**config.mk**
```make
export PLATFORM = sky130hd
export DESIGN_NAME = wasm_call_frame_ctrl_flat
export DESIGN_NICKNAME = d
export VERILOG_FILES = /design/src/rtl/wasm_call_frame_ctrl_pkg.sv /design/src/rtl/wasm_call_frame_ctrl_if.sv /design/src/rtl/wasm_frame_mem.sv /design/src/rtl/wasm_call_frame_ctrl.sv /design/src/flat_wrapper.sv
export SDC_FILE = /design/constraint.sdc
export NUM_CORES = 1
export LEC_CHECK = 0
export ABC_AREA = 1
export CORE_ASPECT_RATIO = 2
export CORE_UTILIZATION = 25
export DETAILED_ROUTE_END_ITERATION = 10
export PLACE_DENSITY = 0.39
export SLEW_MARGIN = 20
export SYNTH_ARGS = -nofsm -noshare
export SYNTH_HDL_FRONTEND = slang
export SYNTH_HIERARCHICAL = 1
export SYNTH_SLANG_ARGS = --single-unit
```
**constraint.sdc**
```tcl
create_clock -name clk -period 5.92 [get_ports clk]
set_clock_uncertainty 0.05 [all_clocks]
set_input_delay 1.184 -clock clk [delete_from_list [all_inputs] [get_ports clk]]
set_output_delay 1.184 -clock clk [all_outputs]
set_load 0.1 [all_outputs]
```
**src/rtl/wasm_call_frame_ctrl_pkg.sv**
```systemverilog
// Shared types and constants for the WebAssembly call-frame controller:
// FSM encodings, trap codes and frame-record field widths.
package wasm_call_frame_ctrl_pkg;

  typedef enum logic [1:0] {
    ST_RUN  = 2'd0,
    ST_HALT = 2'd1,
    ST_TRAP = 2'd2
  } state_e;

  localparam logic [1:0] TRAP_NONE      = 2'd0;
  localparam logic [1:0] TRAP_OVERFLOW  = 2'd1;
  localparam logic [1:0] TRAP_UNDERFLOW = 2'd2;
  localparam logic [1:0] TRAP_CALL_RET  = 2'd3;

  localparam int NUM_W     = 8;  // param/local/index counts
  localparam int FR_NLOC_W = 8;  // saved local count field
  localparam int FR_RES_W  = 1;  // saved result count field

  // Local counts beyond 255 cannot be addressed by an 8-bit index, so clamp.
  function automatic logic [NUM_W-1:0] sat_add8(input logic [NUM_W-1:0] a,
                                                input logic [NUM_W-1:0] b);
    logic [NUM_W:0] s;
    s = {1'b0, a} + {1'b0, b};
    return s[NUM_W] ? {NUM_W{1'b1}} : s[NUM_W-1:0];
  endfunction

endpackage

```
**src/rtl/wasm_call_frame_ctrl_if.sv**
```systemverilog
// Decoder-facing bundle of the call-frame controller.
interface wasm_call_frame_ctrl_if #(
  parameter int PC_W    = 16,
  parameter int SP_W    = 9,
  parameter int DEPTH_W = 5
);
  // op_vld is a strobe, not a held request: an op is taken exactly in a cycle
  // where op_vld and frame_ready are both high, otherwise it is dropped.
  logic               op_vld;
  logic               call_req;
  logic               ret_req;
  logic [PC_W-1:0]    call_ret_pc;
  logic [7:0]         param_num;
  logic [7:0]         local_num;
  logic               result_num;
  logic [SP_W-1:0]    top_pointer;
  logic [7:0]         local_idx;

  logic               frame_ready;
  logic [SP_W-1:0]    function_stack_tag;
  logic [7:0]         allocate_local_memory_size;
  logic [SP_W-1:0]    l_addr;
  logic               local_oob;
  logic               ret_push_num;
  logic [PC_W-1:0]    ret_pc;
  logic               ret_pc_vld;
  logic               halt;
  logic               trap;
  logic [1:0]         trap_code;
  logic [DEPTH_W-1:0] depth;

  modport master (
    output op_vld, call_req, ret_req, call_ret_pc, param_num, local_num,
           result_num, top_pointer, local_idx,
    input  frame_ready, function_stack_tag, allocate_local_memory_size,
           l_addr, local_oob, ret_push_num, ret_pc, ret_pc_vld, halt, trap,
           trap_code, depth
  );

  modport slave (
    input  op_vld, call_req, ret_req, call_ret_pc, param_num, local_num,
           result_num, top_pointer, local_idx,
    output frame_ready, function_stack_tag, allocate_local_memory_size,
           l_addr, local_oob, ret_push_num, ret_pc, ret_pc_vld, halt, trap,
           trap_code, depth
  );

endinterface

```
**src/rtl/wasm_frame_mem.sv**
```systemverilog
// Saved-caller frame storage: synchronous write, asynchronous read, no reset
// (entries above the live depth are never read).
module wasm_frame_mem #(
  parameter int DEPTH = 16,
  parameter int REC_W = 34,
  parameter int AW    = $clog2(DEPTH)
) (
  input  logic             clk,
  input  logic             we_i,
  input  logic [AW-1:0]    waddr_i,
  input  logic [REC_W-1:0] wdata_i,
  input  logic [AW-1:0]    raddr_i,
  output logic [REC_W-1:0] rdata_o
);

  logic [REC_W-1:0] mem_q [DEPTH];

  always_ff @(posedge clk) begin
    if (we_i) begin
      mem_q[waddr_i] <= wdata_i;
    end
  end

  assign rdata_o = mem_q[raddr_i];

endmodule

```
**src/rtl/wasm_call_frame_ctrl.sv**
```systemverilog
// Call/return frame manager: pushes caller frames on call, restores them on
// return, and maps function-relative local indices to absolute addresses.
module wasm_call_frame_ctrl
  import wasm_call_frame_ctrl_pkg::*;
#(
  parameter int FRAME_DEPTH = 16,
  parameter int PC_W        = 16,
  parameter int SP_W        = 9,
  parameter int ROOT_LOCALS = 0
) (
  input  logic                 clk,
  input  logic                 rst,
  wasm_call_frame_ctrl_if.slave bus,
  output state_e               dbg_state_o
);

  localparam int AW      = $clog2(FRAME_DEPTH);
  localparam int DEPTH_W = AW + 1;
  localparam int REC_W   = PC_W + SP_W + FR_NLOC_W + FR_RES_W;

  state_e               state_q, state_d;
  logic [DEPTH_W-1:0]   depth_q, depth_d;
  logic [SP_W-1:0]      cur_base_q, cur_base_d;
  logic [FR_NLOC_W-1:0] cur_nlocals_q, cur_nlocals_d;
  logic                 cur_result_q, cur_result_d;
  logic [PC_W-1:0]      ret_pc_q, ret_pc_d;
  logic                 ret_pc_vld_q, ret_pc_vld_d;
  logic [1:0]           trap_code_q, trap_code_d;

  logic                 accept;
  logic [1:0]           err_code;
  logic                 mem_we;
  logic [REC_W-1:0]     mem_wdata;
  logic [REC_W-1:0]     mem_rdata;
  logic [AW-1:0]        mem_raddr;
  logic [AW-1:0]        mem_waddr;
  logic [7:0]           alloc_size;
  logic                 ret_push;

  logic [PC_W-1:0]      rd_pc;
  logic [SP_W-1:0]      rd_base;
  logic [FR_NLOC_W-1:0] rd_nlocals;
  logic                 rd_result;

  // A call writes the slot at the current depth; a return reads the top slot.
  assign mem_waddr = depth_q[AW-1:0];
  assign mem_raddr = AW'(depth_q - DEPTH_W'(1));
  assign mem_wdata = {bus.call_ret_pc, cur_base_q, cur_nlocals_q, cur_result_q};

  assign rd_result  = mem_rdata[0];
  assign rd_nlocals = mem_rdata[FR_RES_W +: FR_NLOC_W];
  assign rd_base    = mem_rdata[FR_RES_W + FR_NLOC_W +: SP_W];
  assign rd_pc      = mem_rdata[REC_W-1 -: PC_W];

  wasm_frame_mem #(
    .DEPTH (FRAME_DEPTH),
    .REC_W (REC_W),
    .AW    (AW)
  ) u_frame_mem (
    .clk     (clk),
    .we_i    (mem_we),
    .waddr_i (mem_waddr),
    .wdata_i (mem_wdata),
    .raddr_i (mem_raddr),
    .rdata_o (mem_rdata)
  );

  assign accept = bus.op_vld && (state_q == ST_RUN);

  always_comb begin
    err_code = TRAP_NONE;
    if (accept) begin
      if (bus.call_req && bus.ret_req) begin
        err_code = TRAP_CALL_RET;
      end else if (bus.call_req && (depth_q == DEPTH_W'(FRAME_DEPTH))) begin
        err_code = TRAP_OVERFLOW;
      end else if (bus.call_req && (bus.top_pointer < SP_W'(bus.param_num))) begin
        err_code = TRAP_UNDERFLOW;
      end
    end
  end

  always_comb begin
    state_d       = state_q;
    depth_d       = depth_q;
    cur_base_d    = cur_base_q;
    cur_nlocals_d = cur_nlocals_q;
    cur_result_d  = cur_result_q;
    ret_pc_d      = ret_pc_q;
    ret_pc_vld_d  = 1'b0;
    trap_code_d   = trap_code_q;
    mem_we        = 1'b0;
    alloc_size    = 8'd0;
    ret_push      = 1'b0;

    if (accept) begin
      if (err_code != TRAP_NONE) begin
        state_d     = ST_TRAP;
        trap_code_d = err_code;
      end else if (bus.call_req) begin
        mem_we        = 1'b1;
        alloc_size    = bus.local_num;
        depth_d       = depth_q + DEPTH_W'(1);
        cur_base_d    = bus.top_pointer - SP_W'(bus.param_num);
        cur_nlocals_d = sat_add8(bus.param_num, bus.local_num);
        cur_result_d  = bus.result_num;
      end else if (bus.ret_req) begin
        ret_push = cur_result_q;
        if (depth_q != '0) begin
          depth_d       = depth_q - DEPTH_W'(1);
          cur_base_d    = rd_base;
          cur_nlocals_d = rd_nlocals;
          cur_result_d  = rd_result;
          ret_pc_d      = rd_pc;
          ret_pc_vld_d  = 1'b1;
        end else begin
          // Returning from the entry frame ends the program.
          state_d = ST_HALT;
        end
      end
    end
  end

  always_ff @(posedge clk) begin
    if (rst) begin
      state_q       <= ST_RUN;
      depth_q       <= '0;
      cur_base_q    <= '0;
      cur_nlocals_q <= FR_NLOC_W'(ROOT_LOCALS);
      cur_result_q  <= 1'b0;
      ret_pc_q      <= '0;
      ret_pc_vld_q  <= 1'b0;
      trap_code_q   <= TRAP_NONE;
    end else begin
      state_q       <= state_d;
      depth_q       <= depth_d;
      cur_base_q    <= cur_base_d;
      cur_nlocals_q <= cur_nlocals_d;
      cur_result_q  <= cur_result_d;
      ret_pc_q      <= ret_pc_d;
      ret_pc_vld_q  <= ret_pc_vld_d;
      trap_code_q   <= trap_code_d;
    end
  end

  assign bus.frame_ready                = (state_q == ST_RUN);
  assign bus.function_stack_tag         = cur_base_q;
  assign bus.allocate_local_memory_size = alloc_size;
  assign bus.l_addr                     = cur_base_q + SP_W'(bus.local_idx);
  assign bus.local_oob                  = (bus.local_idx >= cur_nlocals_q);
  assign bus.ret_push_num               = ret_push;
  assign bus.ret_pc                     = ret_pc_q;
  assign bus.ret_pc_vld                 = ret_pc_vld_q;
  assign bus.halt                       = (state_q == ST_HALT);
  assign bus.trap                       = (state_q == ST_TRAP);
  assign bus.trap_code                  = trap_code_q;
  assign bus.depth                      = depth_q;
  assign dbg_state_o                    = state_q;

endmodule

```
**src/flat_wrapper.sv**
```systemverilog
// flat-port wrapper written by rule: the top's interface ports become plain ports
module wasm_call_frame_ctrl_flat import wasm_call_frame_ctrl_pkg::*;
#(
  parameter int FRAME_DEPTH = 16,
  parameter int PC_W        = 16,
  parameter int SP_W        = 9,
  parameter int ROOT_LOCALS = 0
)
  (clk, rst, dbg_state_o, bus_op_vld, bus_call_req, bus_ret_req, bus_call_ret_pc, bus_param_num, bus_local_num, bus_result_num, bus_top_pointer, bus_local_idx, bus_frame_ready, bus_function_stack_tag, bus_allocate_local_memory_size, bus_l_addr, bus_local_oob, bus_ret_push_num, bus_ret_pc, bus_ret_pc_vld, bus_halt, bus_trap, bus_trap_code, bus_depth);
  wasm_call_frame_ctrl_if #(.PC_W(PC_W), .SP_W(SP_W), .DEPTH_W(5)) bus_i ();
  input  logic clk;
  input  logic rst;
  output state_e dbg_state_o;
  input wire logic [$bits(bus_i.op_vld)-1:0] bus_op_vld;
  input wire logic [$bits(bus_i.call_req)-1:0] bus_call_req;
  input wire logic [$bits(bus_i.ret_req)-1:0] bus_ret_req;
  input wire logic [$bits(bus_i.call_ret_pc)-1:0] bus_call_ret_pc;
  input wire logic [$bits(bus_i.param_num)-1:0] bus_param_num;
  input wire logic [$bits(bus_i.local_num)-1:0] bus_local_num;
  input wire logic [$bits(bus_i.result_num)-1:0] bus_result_num;
  input wire logic [$bits(bus_i.top_pointer)-1:0] bus_top_pointer;
  input wire logic [$bits(bus_i.local_idx)-1:0] bus_local_idx;
  output wire logic [$bits(bus_i.frame_ready)-1:0] bus_frame_ready;
  output wire logic [$bits(bus_i.function_stack_tag)-1:0] bus_function_stack_tag;
  output wire logic [$bits(bus_i.allocate_local_memory_size)-1:0] bus_allocate_local_memory_size;
  output wire logic [$bits(bus_i.l_addr)-1:0] bus_l_addr;
  output wire logic [$bits(bus_i.local_oob)-1:0] bus_local_oob;
  output wire logic [$bits(bus_i.ret_push_num)-1:0] bus_ret_push_num;
  output wire logic [$bits(bus_i.ret_pc)-1:0] bus_ret_pc;
  output wire logic [$bits(bus_i.ret_pc_vld)-1:0] bus_ret_pc_vld;
  output wire logic [$bits(bus_i.halt)-1:0] bus_halt;
  output wire logic [$bits(bus_i.trap)-1:0] bus_trap;
  output wire logic [$bits(bus_i.trap_code)-1:0] bus_trap_code;
  output wire logic [$bits(bus_i.depth)-1:0] bus_depth;
  assign bus_i.op_vld = bus_op_vld;
  assign bus_i.call_req = bus_call_req;
  assign bus_i.ret_req = bus_ret_req;
  assign bus_i.call_ret_pc = bus_call_ret_pc;
  assign bus_i.param_num = bus_param_num;
  assign bus_i.local_num = bus_local_num;
  assign bus_i.result_num = bus_result_num;
  assign bus_i.top_pointer = bus_top_pointer;
  assign bus_i.local_idx = bus_local_idx;
  assign bus_frame_ready = bus_i.frame_ready;
  assign bus_function_stack_tag = bus_i.function_stack_tag;
  assign bus_allocate_local_memory_size = bus_i.allocate_local_memory_size;
  assign bus_l_addr = bus_i.l_addr;
  assign bus_local_oob = bus_i.local_oob;
  assign bus_ret_push_num = bus_i.ret_push_num;
  assign bus_ret_pc = bus_i.ret_pc;
  assign bus_ret_pc_vld = bus_i.ret_pc_vld;
  assign bus_halt = bus_i.halt;
  assign bus_trap = bus_i.trap;
  assign bus_trap_code = bus_i.trap_code;
  assign bus_depth = bus_i.depth;
  wasm_call_frame_ctrl #(.FRAME_DEPTH(FRAME_DEPTH), .PC_W(PC_W), .SP_W(SP_W), .ROOT_LOCALS(ROOT_LOCALS)) u_core (.clk(clk), .rst(rst), .bus(bus_i), .dbg_state_o(dbg_state_o));
endmodule
```
## After elaboration in Yosys (flattened, before gate mapping)

Memories as Yosys holds them, arrays and structs flattened.
Cells that the tools add are included.

- Magnitude comparators: 2
- Equal/unequal tests: 5
- Reduce and logical (&&, ||, !) cells: 15
- Bitwise operators: 4
- Add/sub/neg operators: 5
- Multiplexer cells: 34

Operators by type and width:

| cell | number |
|---|---|
| 8-bit two-way mux | 7 |
| 9-bit two-way mux | 3 |
| 2-bit two-way mux | 8 |
| 5-bit two-way mux | 3 |
| 1-bit two-way mux | 13 |
| 8-bit by 8-bit adder with 9-bit output | 1 |
| 9-bit by 8-bit adder with 9-bit output | 1 |
| 9-bit by 8-bit < comparator with 1-bit output | 1 |
| 9-bit by 8-bit subtractor with 9-bit output | 1 |
| 8-bit greater-or-equal comparator | 1 |
| 4-bit AND reduction | 2 |
| 2-bit nonzero test | 4 |
| 5-bit by 1-bit adder with 5-bit output, second input constant | 1 |
| 5-bit equality test, second input constant | 1 |
| 5-bit AND reduction | 1 |
| 5-bit nonzero test | 1 |
| 5-bit OR reduction | 1 |
| 5-bit by 1-bit subtractor with 5-bit output, second input constant | 1 |
| 1-bit logical AND | 4 |
| 2-bit by 1-bit != test with 1-bit output, second input constant | 2 |
| 1-bit inverter | 4 |
| 2-bit by 1-bit equality test with 1-bit output, second input constant | 1 |
| 2-bit equality test, second input constant | 1 |
| 2-bit zero test | 1 |
| 2-bit AND reduction | 1 |

- Memory bits (writable): 544
- Word-level logic and storage cells: 74
- Register bits: 44
- Memories kept: 1
- Output and inout bits: 57
- Input bits: 55

Memories:

| name | words | width | read ports | clocked after memory_dff | write ports | line | source |
|---|---|---|---|---|---|---|---|
| u_core.u_frame_mem.mem_q | 16 | 34 | 1 | 0 | 1 | wasm_frame_mem.sv:16 | `logic [REC_W-1:0] mem_q [DEPTH];` |

## Longest topological paths before layout

Gate-level depths: netlist (run 1).

- Depth after elaboration: 11
- Mapped depth: 15
- Mapped depth without buffers: 15

## Cells and area by module

The synthesis (run 1) kept the hierarchy.

Modules (own cells, without submodules):

| module | times used | sequential area each (µm²) | cells each | area each (µm²) |
|---|---|---|---|---|
| wasm_frame_mem | 1 | 16,335.7 | 2,217 | 23,259.8 |
| wasm_call_frame_ctrl | 1 | 880.8 | 538 | 3,517.1 |

## Least setup slack after synthesis (run 1)

No wires, ideal clock.

- Kind: reg-to-output
- Start point: register u_core.cur_base_q[0] (netlist: u_core/bus.function_stack_tag[0])
- End point: output bus_l_addr[6]
- Cell stages (with the launch flop): 9
- Data arrival time: 4.011 ns
- Required time: 4.686 ns
- Setup slack: 0.675 ns
- Cells stage by stage: dfxtp_1 > ha_1 > inv_1 > fa_1 > o21ai_0 > a21oi_1 > nor2_1 > nor2_1 > xnor2_1

- Longest elaborated chain between the ends: 1

RTL lines:

| item | line | source |
|---|---|---|
| start: declaration | wasm_call_frame_ctrl.sv:23 | `logic [SP_W-1:0] cur_base_q, cur_base_d;` |
| start signal: assignment | wasm_call_frame_ctrl.sv:137 | `cur_base_q <= cur_base_d;` |
| 9-bit by 8-bit adder with 9-bit output | wasm_call_frame_ctrl.sv:149 | `assign bus.l_addr = cur_base_q + SP_W'(bus.local_idx);` |
| end: declaration | flat_wrapper.sv:26 | `output wire logic [$bits(bus_i.l_addr)-1:0] bus_l_addr;` |

No other way between the ends.

## Worst setup path in the final report (run 1)

- Start point: input bus_param_num[2]
- End point: output bus_allocate_local_memory_size[2]

- Longest elaborated chain between the ends: 9

RTL lines:

| item | line | source |
|---|---|---|
| start: declaration | flat_wrapper.sv:18 | `input wire logic [$bits(bus_i.param_num)-1:0] bus_param_num;` |
| 9-bit by 8-bit < comparator with 1-bit output | wasm_call_frame_ctrl.sv:77 | `end else if (bus.call_req && (bus.top_pointer < SP_W'(bus.param_num))) begin` |
| 1-bit logical AND | wasm_call_frame_ctrl.sv:77 |  |
| 2-bit two-way mux | wasm_call_frame_ctrl.sv:77 |  |
| 2-bit two-way mux | wasm_call_frame_ctrl.sv:75 | `end else if (bus.call_req && (depth_q == DEPTH_W'(FRAME_DEPTH))) begin` |
| 2-bit two-way mux | wasm_call_frame_ctrl.sv:73 | `if (bus.call_req && bus.ret_req) begin` |
| 2-bit two-way mux | wasm_call_frame_ctrl.sv:72 | `if (accept) begin` |
| 2-bit nonzero test | wasm_call_frame_ctrl.sv:97 | `if (err_code != TRAP_NONE) begin` |
| 8-bit two-way mux | wasm_call_frame_ctrl.sv:97 |  |
| 8-bit two-way mux | wasm_call_frame_ctrl.sv:96 | `if (accept) begin` |
| end: declaration | flat_wrapper.sv:25 | `output wire logic [$bits(bus_i.allocate_local_memory_size)-1:0] bus_allocate_local_memory_size;` |

No other way between the ends.

==> results.md, run 1 <==
* Core area at about 110,000 um^2
* Minimum clock period at between 4 and 5 ns
* Area leader, netlist: edfxtp_1
* Port bufs at roughly 110
* Pwr Total at 10.6 mW
* Setup Buffers After CTS at 0
* DR pass1 iterations at 10
* Post-synth top area share at 0.610
* Max Root-Sink Buffers at 3
* TNS Setup at 0 ns
* Dominant cells by area after synthesis: edfxtp_1 (61%), nand2_1 (12%), nand3_1 (8.2%), inv_1 (6.9%), dfxtp_1 (3.3%)
* Tot GR Track Use at 0.162
* Fraction of layout cells with a size suffix above 1 at 0.0712
* Final Util at 0.295
* Critical path arrival at about 3.6 ns
* R2R depth at 12
* H-tree Lvls at 2
* Post-Synth XOR/XNOR Area at 0.00556
* Routability congestion estimate at between 0.8 and 0.9
* Die X at between 200 and 250 um
* HP Start: u_core/bus.trap_code[0]$_SDFFE_PP0P_
* Failing checks: design-rule violations
* YS warnings at 6
* Post-synthesis area per instance at 9.72 um^2
* WHS at approximately 0.44 ns
* Count of cell types in the netlist at 36
* Avg WL per Cell at between 20 and 25 um
* CP Data Required Time at roughly 4.7 ns
* Synth Area in Adders at 0.0186
* Vias in the first global route at between 15,000 and 20,000
* Worst Tran Pin Value at around 1.1 ns
* Worst Setup SP: bus_param_num[2]
* Outcome: finished, violations left
* Inst Count DP at 4,161
* Worst Path Max Fanout at 9
* Post-Route WL at about 88,000 um
* Nets at between 2,000 and 3,000
* Post-route cell area at approximately 31,000 um^2
* Final setup viols at 0
* Commonest non-fill, non-tap cell in the layout: nand2_1
* Worst vdd ir at roughly 0.2 mV
* Most frequent cells in the layout: nand2_1 (859), edfxtp_1 (544), inv_1 (489)
* Hold Path End: u_core/bus.trap_code[0]$_SDFFE_PP0P_
* Fin cells at between 4,000 and 5,000
* Post-synth net total at roughly 2,800
* Starting Density at 0.252
* Final worst slack at about 1.1 ns
* Worst-Skew Late Latency at 0.63 ns
* Hold-critical path depth at 2
* DPL Wire Length at 56,400 um
* Drt drc at 16
* Via count at between 15,000 and 20,000
* Proportion of synthesized area in mux cells at 0
* Initial antenna violation count at 2
* CTS hold repair buffers at 0
* Largest family of logic cells by synthesized area: simple AND/OR/NAND/NOR gates
* FF-to-FF End: u_core/u_frame_mem/mem_q[13][18]$_DFFE_PP_
* Vias/cell at 4.40
* Max_cap viols at 0
* Fill count at about 11,000
* Worst slew margin at 0.292
* First-pass GRT wire length at between 100,000 and 150,000 um
* CP endpoint kind: output pin
* Resized cells post-CTS at 0
* Pin count of the biggest net entering global routing at 162
* # rows at about 170
* Synth Area in Simple Gates at 0.222
* Total grt overflow at 0
* Clock Sink Count at about 590
* Critical R2R Launch: u_core/bus.depth[0]$_SDFFE_PP0P_
* Synth Area in Compound Gates at 0.0168
* IO Pins at approximately 110
* Die area at around 110,000 um^2
* Hold Path Class: reg2reg
* Antenna Nets Post-Route at 0
* Area taken by multi-input logic gates at a little over 7000 um^2
* Startpoint class of the critical path: input pin
* Mapped Area at roughly 27,000 um^2
* Power Density at roughly 340 nW/um^2
* Leak at 13.1 nW
* Kind of critical path: in2out
* Post-Synthesis Cells at ~2,800
* Achievable Freq at between 200 and 250 MHz
* Die Y at around 460 um
* Root buf cell: clkbuf_16
* Final Hold Fails at 0
* Storage element area at between 15,000 and 20,000 um^2
* Flops & latches, synth at roughly 590
* Setup WS pre-CTS at approximately 0.87 ns
* RSZ-0062 raised after global routing: false
* CTS clk-pin slew, worst paths at about 0.050 ns
* Placement Cell Area at between 20,000 and 30,000 um^2
* Drt first-iter violations at roughly 1,300
* CTS tree: yes
* Number of buffers created by CTS at 54
* Fin. max-slew vios at 0
* Synth-to-Final Area Change at 17.1%
* R2R Setup Slk at about 2.0 ns
* Seq/Total Area, Yosys at 0.643
* Part of the cycle the worst path needs at 0.822
==> how the worst max path moves through the flow <==
stage	end	slack [ns]	cells after the start
after floorplan	bus_l_addr[6]	0.67	8
after global placement	u_core/u_frame_mem/mem_q[13][16]$_DFFE_PP_	0.90	16
after detailed placement	u_core/u_frame_mem/mem_q[13][21]$_DFFE_PP_	0.87	16
after CTS	bus_allocate_local_memory_size[2]	1.03	14
after global routing	bus_allocate_local_memory_size[2]	0.92	14
final	bus_allocate_local_memory_size[2]	1.05	14
==> cell usage after synthesis (all sizes together) <==
cell,n
clkbuf,26
buf,100
o21ai,33
edfxtp,544
o211ai,1
ha,35
xor2,11
fa,3
nor2,94
a21oi,40
nor3,2
or2,2
o22ai,2
nand2,865
o21bai,2
nand3b,1
inv,496
a22oi,1
xnor2,6
o2111ai,1
nand4,6
clkinv,1
nand3,439
dfxtp,44
==> logic make-up after synthesis <==
family,after synthesis
AND/OR/NAND/NOR,1409
buffers and inverters,623
flip-flops,588
AO/OA/AOI/OAI,80
adder cells (fa/ha/maj),38
XOR/XNOR,17
==> cell type report <==
cell class,instances,share of cell area
flip-flops and latches,588,0.549
multi-input cells,1544,0.230
inverters,497,0.0601
well taps,1368,0.0546
repair buffers,164,0.0512
clock buffers,65,0.0454
clock inverters,37,0.00942
diodes,2,0.000160
==> layer usage <==
metal	GRT usage	share of wire	routed length, um	vias to the layer above
li1	-	-	-	9041
met1	0.184	0.39	34200	9171
met2	0.307	0.54	47300	438
met3	0.0169	0.034	3010	113
met4	0.0622	0.035	3100	0
met5	0	0	0	-
==> critical path, stage by stage <==
cell and delay [ns]:
clkdlybuf4s50_1 0.53, inv_1 0.06, ha_1 0.38, nand3_1 0.11, nand2_1 0.14, nand2_1 0.10
nand2_2 0.08, nand2_2 0.09, nand2_4 0.12, nand2_4 0.06, inv_1 0.06, nand2_1 0.22
nor2_1 0.18, buf_4 0.31
==> sequential cells by signal (all words and copies together) (netlist names) <==
register,cells
u_core/bus.depth,5
u_core/bus.function_stack_tag,9
u_core/bus.ret_pc,16
u_core/bus.ret_pc_vld,1
u_core/bus.trap_code,2
u_core/cur_nlocals_q,8
u_core/cur_result_q,1
u_core/dbg_state_o,2
u_core/u_frame_mem/mem_q,544
==> power by group <==
group / switching, mW / internal (mW)
Combinational: 1.82 / 0.577
Sequential: 0.0925 / 4.64
Clock: 1.64 / 1.85
Total: 3.55 / 7.07
No activity file was read; power rests on OpenSTA's default activity.
==> run 2: changes to the inputs <==
Clock period 5.92 ns to 4.81 ns, I/O delays scaled along.
==> results.md, run 2 (synthesis gave the netlist of run 1 again) <==
* Outcome: finished, violations left (unchanged)
* Failing checks: design-rule violations (unchanged)
* Drt first-iter violations at 1,320 (was 1,317)
* Die area at 108,000 um^2 (unchanged)
* Fin. max-slew vios at 0 (unchanged)
* Sw frac at 0.340 (was 0.334)
* Worst Setup SP: bus_param_num[1] (was bus_param_num[2])
* Max_cap viols at 0 (unchanged)
* IO Pins at 112 (unchanged)
* Die Y at 465 um (unchanged)
* Most frequent cells in the layout: nand2_1 (859), edfxtp_1 (544), inv_1 (489) (unchanged)
* CTS tree: yes (unchanged)
* First-pass GRT wire length at 136,000 um (was 128,000 um)
* Switch Pwr at 4.57 mW (was 3.55 mW)
* DR pass1 iterations at 8 (was 10)
* Pwr Total at 13.4 mW (was 10.6 mW)
* FF-to-FF End: u_core/u_frame_mem/mem_q[9][18]$_DFFE_PP_ (was u_core/u_frame_mem/mem_q[13][18]$_DFFE_PP_)
* # rows at 169 (unchanged)
* Die X at 233 um (unchanged)
* Minimum clock period at between 4 and 5 ns
* CTS hold repair buffers at 0 (unchanged)
* Commonest non-fill, non-tap cell in the layout: nand2_1 (unchanged)
* CP endpoint: bus_allocate_local_memory_size[6] (was bus_allocate_local_memory_size[2])
* Synth-to-Final Area Change at 18.6% (was 17.1%)
* Part of the cycle the worst path needs at 0.905
* Core area at 106,000 um^2 (unchanged)
* Root buf cell: clkbuf_16 (unchanged)
* Share of total power in sequential cells at 0.433 (was 0.445)
* Hold Path Class: reg2reg (unchanged)
* Storage element area at 17,200 um^2 (about the same)
* Internal power at 8.86 mW (was 7.07 mW)
* Fill count at 11,200 (about the same)
* Worst slew margin at 0.281 (was 0.292)
* Vias in the first global route at 19,300 (was 19,200)
* Port bufs at 111 (unchanged)
* Critical path arrival at 3.34 ns (was 3.63 ns)
* CTS clk-pin slew, worst paths at 0.08 ns (was 0.05 ns)
* Fraction of layout cells with a size suffix above 1 at 0.0813 (was 0.0712)
* Comb power frac at 0.236 (was 0.226)
* DPL Wire Length at 63,700 um (was 56,400 um)
* R2R Setup Slk at 1.41 ns (was 2.02 ns)
* Pin count of the biggest net entering global routing at 106 (was 162)
* Leak at 13.3 nW (was 13.1 nW)
* Avg WL per Cell at 22.2 um (was 20.6 um)
* CP Data Required Time at 3.80 ns (was 4.69 ns)
* Worst-Skew Late Latency at 0.64 ns (was 0.63 ns)
* Routability congestion estimate at 0.885 (was 0.878)
* Clock network fraction of total power at 0.331 (was 0.329)
* TNS Setup at 0 ns (unchanged)
* CP endpoint kind: output pin (unchanged)
* Largest Register: u_core/u_frame_mem/mem_q (unchanged)
* Critical R2R Launch: u_core/bus.depth[1]$_SDFFE_PP0P_ (was u_core/bus.depth[0]$_SDFFE_PP0P_)
* Area taken by multi-input logic gates at 7230 um^2 (was 7210 um^2)
* Antenna Nets Post-Route at 0 (unchanged)
* Nets at 2,964 (was 2,942)
* Resized cells post-CTS at 0 (unchanged)
* Starting Density at 0.252 (unchanged)
* Vias/cell at 4.42 (was 4.40)
* Number of buffers created by CTS at 55 (was 54)
* Worst Tran Pin Value at 1.07 ns (was 1.06 ns)
* Via count at 18,900 (was 18,800)
* Drt drc at 12 (was 16)
* H-tree Lvls at 2 (unchanged)
* RSZ-0062 raised after global routing: false (unchanged)
* Kind of critical path: in2out (unchanged)
* R2R depth at 12 (unchanged)
* Clock Sink Count at 588 (unchanged)
* Initial antenna violation count at 3 (was 2)
* Achievable Freq at 230 MHz
* Worst Path Max Fanout at 9 (unchanged)
* Max FFs per register at 544 (unchanged)
* Max Root-Sink Buffers at 3 (unchanged)
* Total grt overflow at 0 (unchanged)
* Post-Route WL at 95,100 um (was 87,700 um)
* Setup Buffers After CTS at 0 (unchanged)
* Worst vdd ir at 0.214 mV (was 0.201 mV)
* Power Density at 423 nW/um^2 (was 339 nW/um^2)
* Startpoint class of the critical path: input pin (unchanged)
* Final Hold Fails at 0 (unchanged)
* Final setup viols at 0 (unchanged)
* Tot GR Track Use at 0.176 (was 0.162)
==> run 2: cell types whose count changed in the layout (fill, tap and decap cells not counted), sizes merged <==
cell and change:
clkinvlp -5, diode -1, clkdlybuf4s50 +1, bufinv +1, buf +20, inv +2
==> run 2: routing by layer <==
metal	part of all wire	global-route usage
met3	0.033	0.0182
met1	0.36	0.183
met2	0.56	0.343
met4	0.051	0.0865
met5	0.00013	0
==> run 2: worst min-delay path by stage <==
| stage | start | endpoint | slack, ns | cells after the start |
|---|---|---|---|---|
| finish | u_core/bus.trap_code[0]$_SDFFE_PP0P_ | u_core/bus.trap_code[0]$_SDFFE_PP0P_ | 0.43 | 2 |
| floorplan | u_core/cur_result_q$_SDFFE_PP0P_ | u_core/cur_result_q$_SDFFE_PP0P_ | 0.54 | 2 |
| global route | u_core/bus.trap_code[0]$_SDFFE_PP0P_ | u_core/bus.trap_code[0]$_SDFFE_PP0P_ | 0.45 | 2 |
| detailed placement | u_core/bus.trap_code[0]$_SDFFE_PP0P_ | u_core/bus.trap_code[0]$_SDFFE_PP0P_ | 0.41 | 2 |
| global placement | u_core/bus.trap_code[0]$_SDFFE_PP0P_ | u_core/bus.trap_code[0]$_SDFFE_PP0P_ | 0.40 | 2 |
| CTS | u_core/bus.trap_code[0]$_SDFFE_PP0P_ | u_core/bus.trap_code[0]$_SDFFE_PP0P_ | 0.43 | 2 |
==> run 2: area by class of cell <==
| cell class | count | share of cell area |
|---|---|---|
| multi-input cells | 1544 | 0.227 |
| repair buffers | 185 | 0.0616 |
| clock buffers | 65 | 0.0452 |
| clock inverters | 35 | 0.0101 |
| flip-flops and latches | 588 | 0.542 |
| well taps | 1368 | 0.0539 |
| inverters | 497 | 0.0594 |
| diodes | 1 | 0.0000788 |
==> run 2: power groups by stage <==
stage	combinational [mW]	clock [mW]	sequential (mW)
finish	3.17	4.44	5.82
global route	3.38	4.72	5.83
CTS	3.23	4.57	5.83
detailed placement	3.22	0	5.94
global placement	3.23	0	5.94
floorplan	1.63	0	6.06
==> run 2: worst max-delay path, cell delays in order <==
cell and delay [ns]:
clkdlybuf4s50_1 0.55, inv_1 0.11, ha_1 0.28, nand3_1 0.09, nand2_1 0.16, nand2_1 0.09
nand2_2 0.08, nand2_2 0.08, nand2_4 0.12, nand2_4 0.07, inv_1 0.05, nand2_1 0.21
nor2_1 0.27, buf_12 0.21
==> run 2: stage by stage <==
step | instance area, um^2 | utilization | cells | worst slack [ns] | hold slack, ns
4_1_cts | 31800 | 0.299 | 4282 | 0.465 | 0.430
3_3_place_gp | 30000 | 0.283 | 4182 | 0.375 | 0.403
6_report | 31800 | 0.299 | 4283 | 0.459 | 0.434
2_1_floorplan | 26800 | - | 2755 | 0.122 | 0.538
3_5_place_dp | 30000 | 0.283 | 4182 | 0.358 | 0.407
5_1_grt | 31800 | 0.299 | 4283 | 0.271 | 0.453
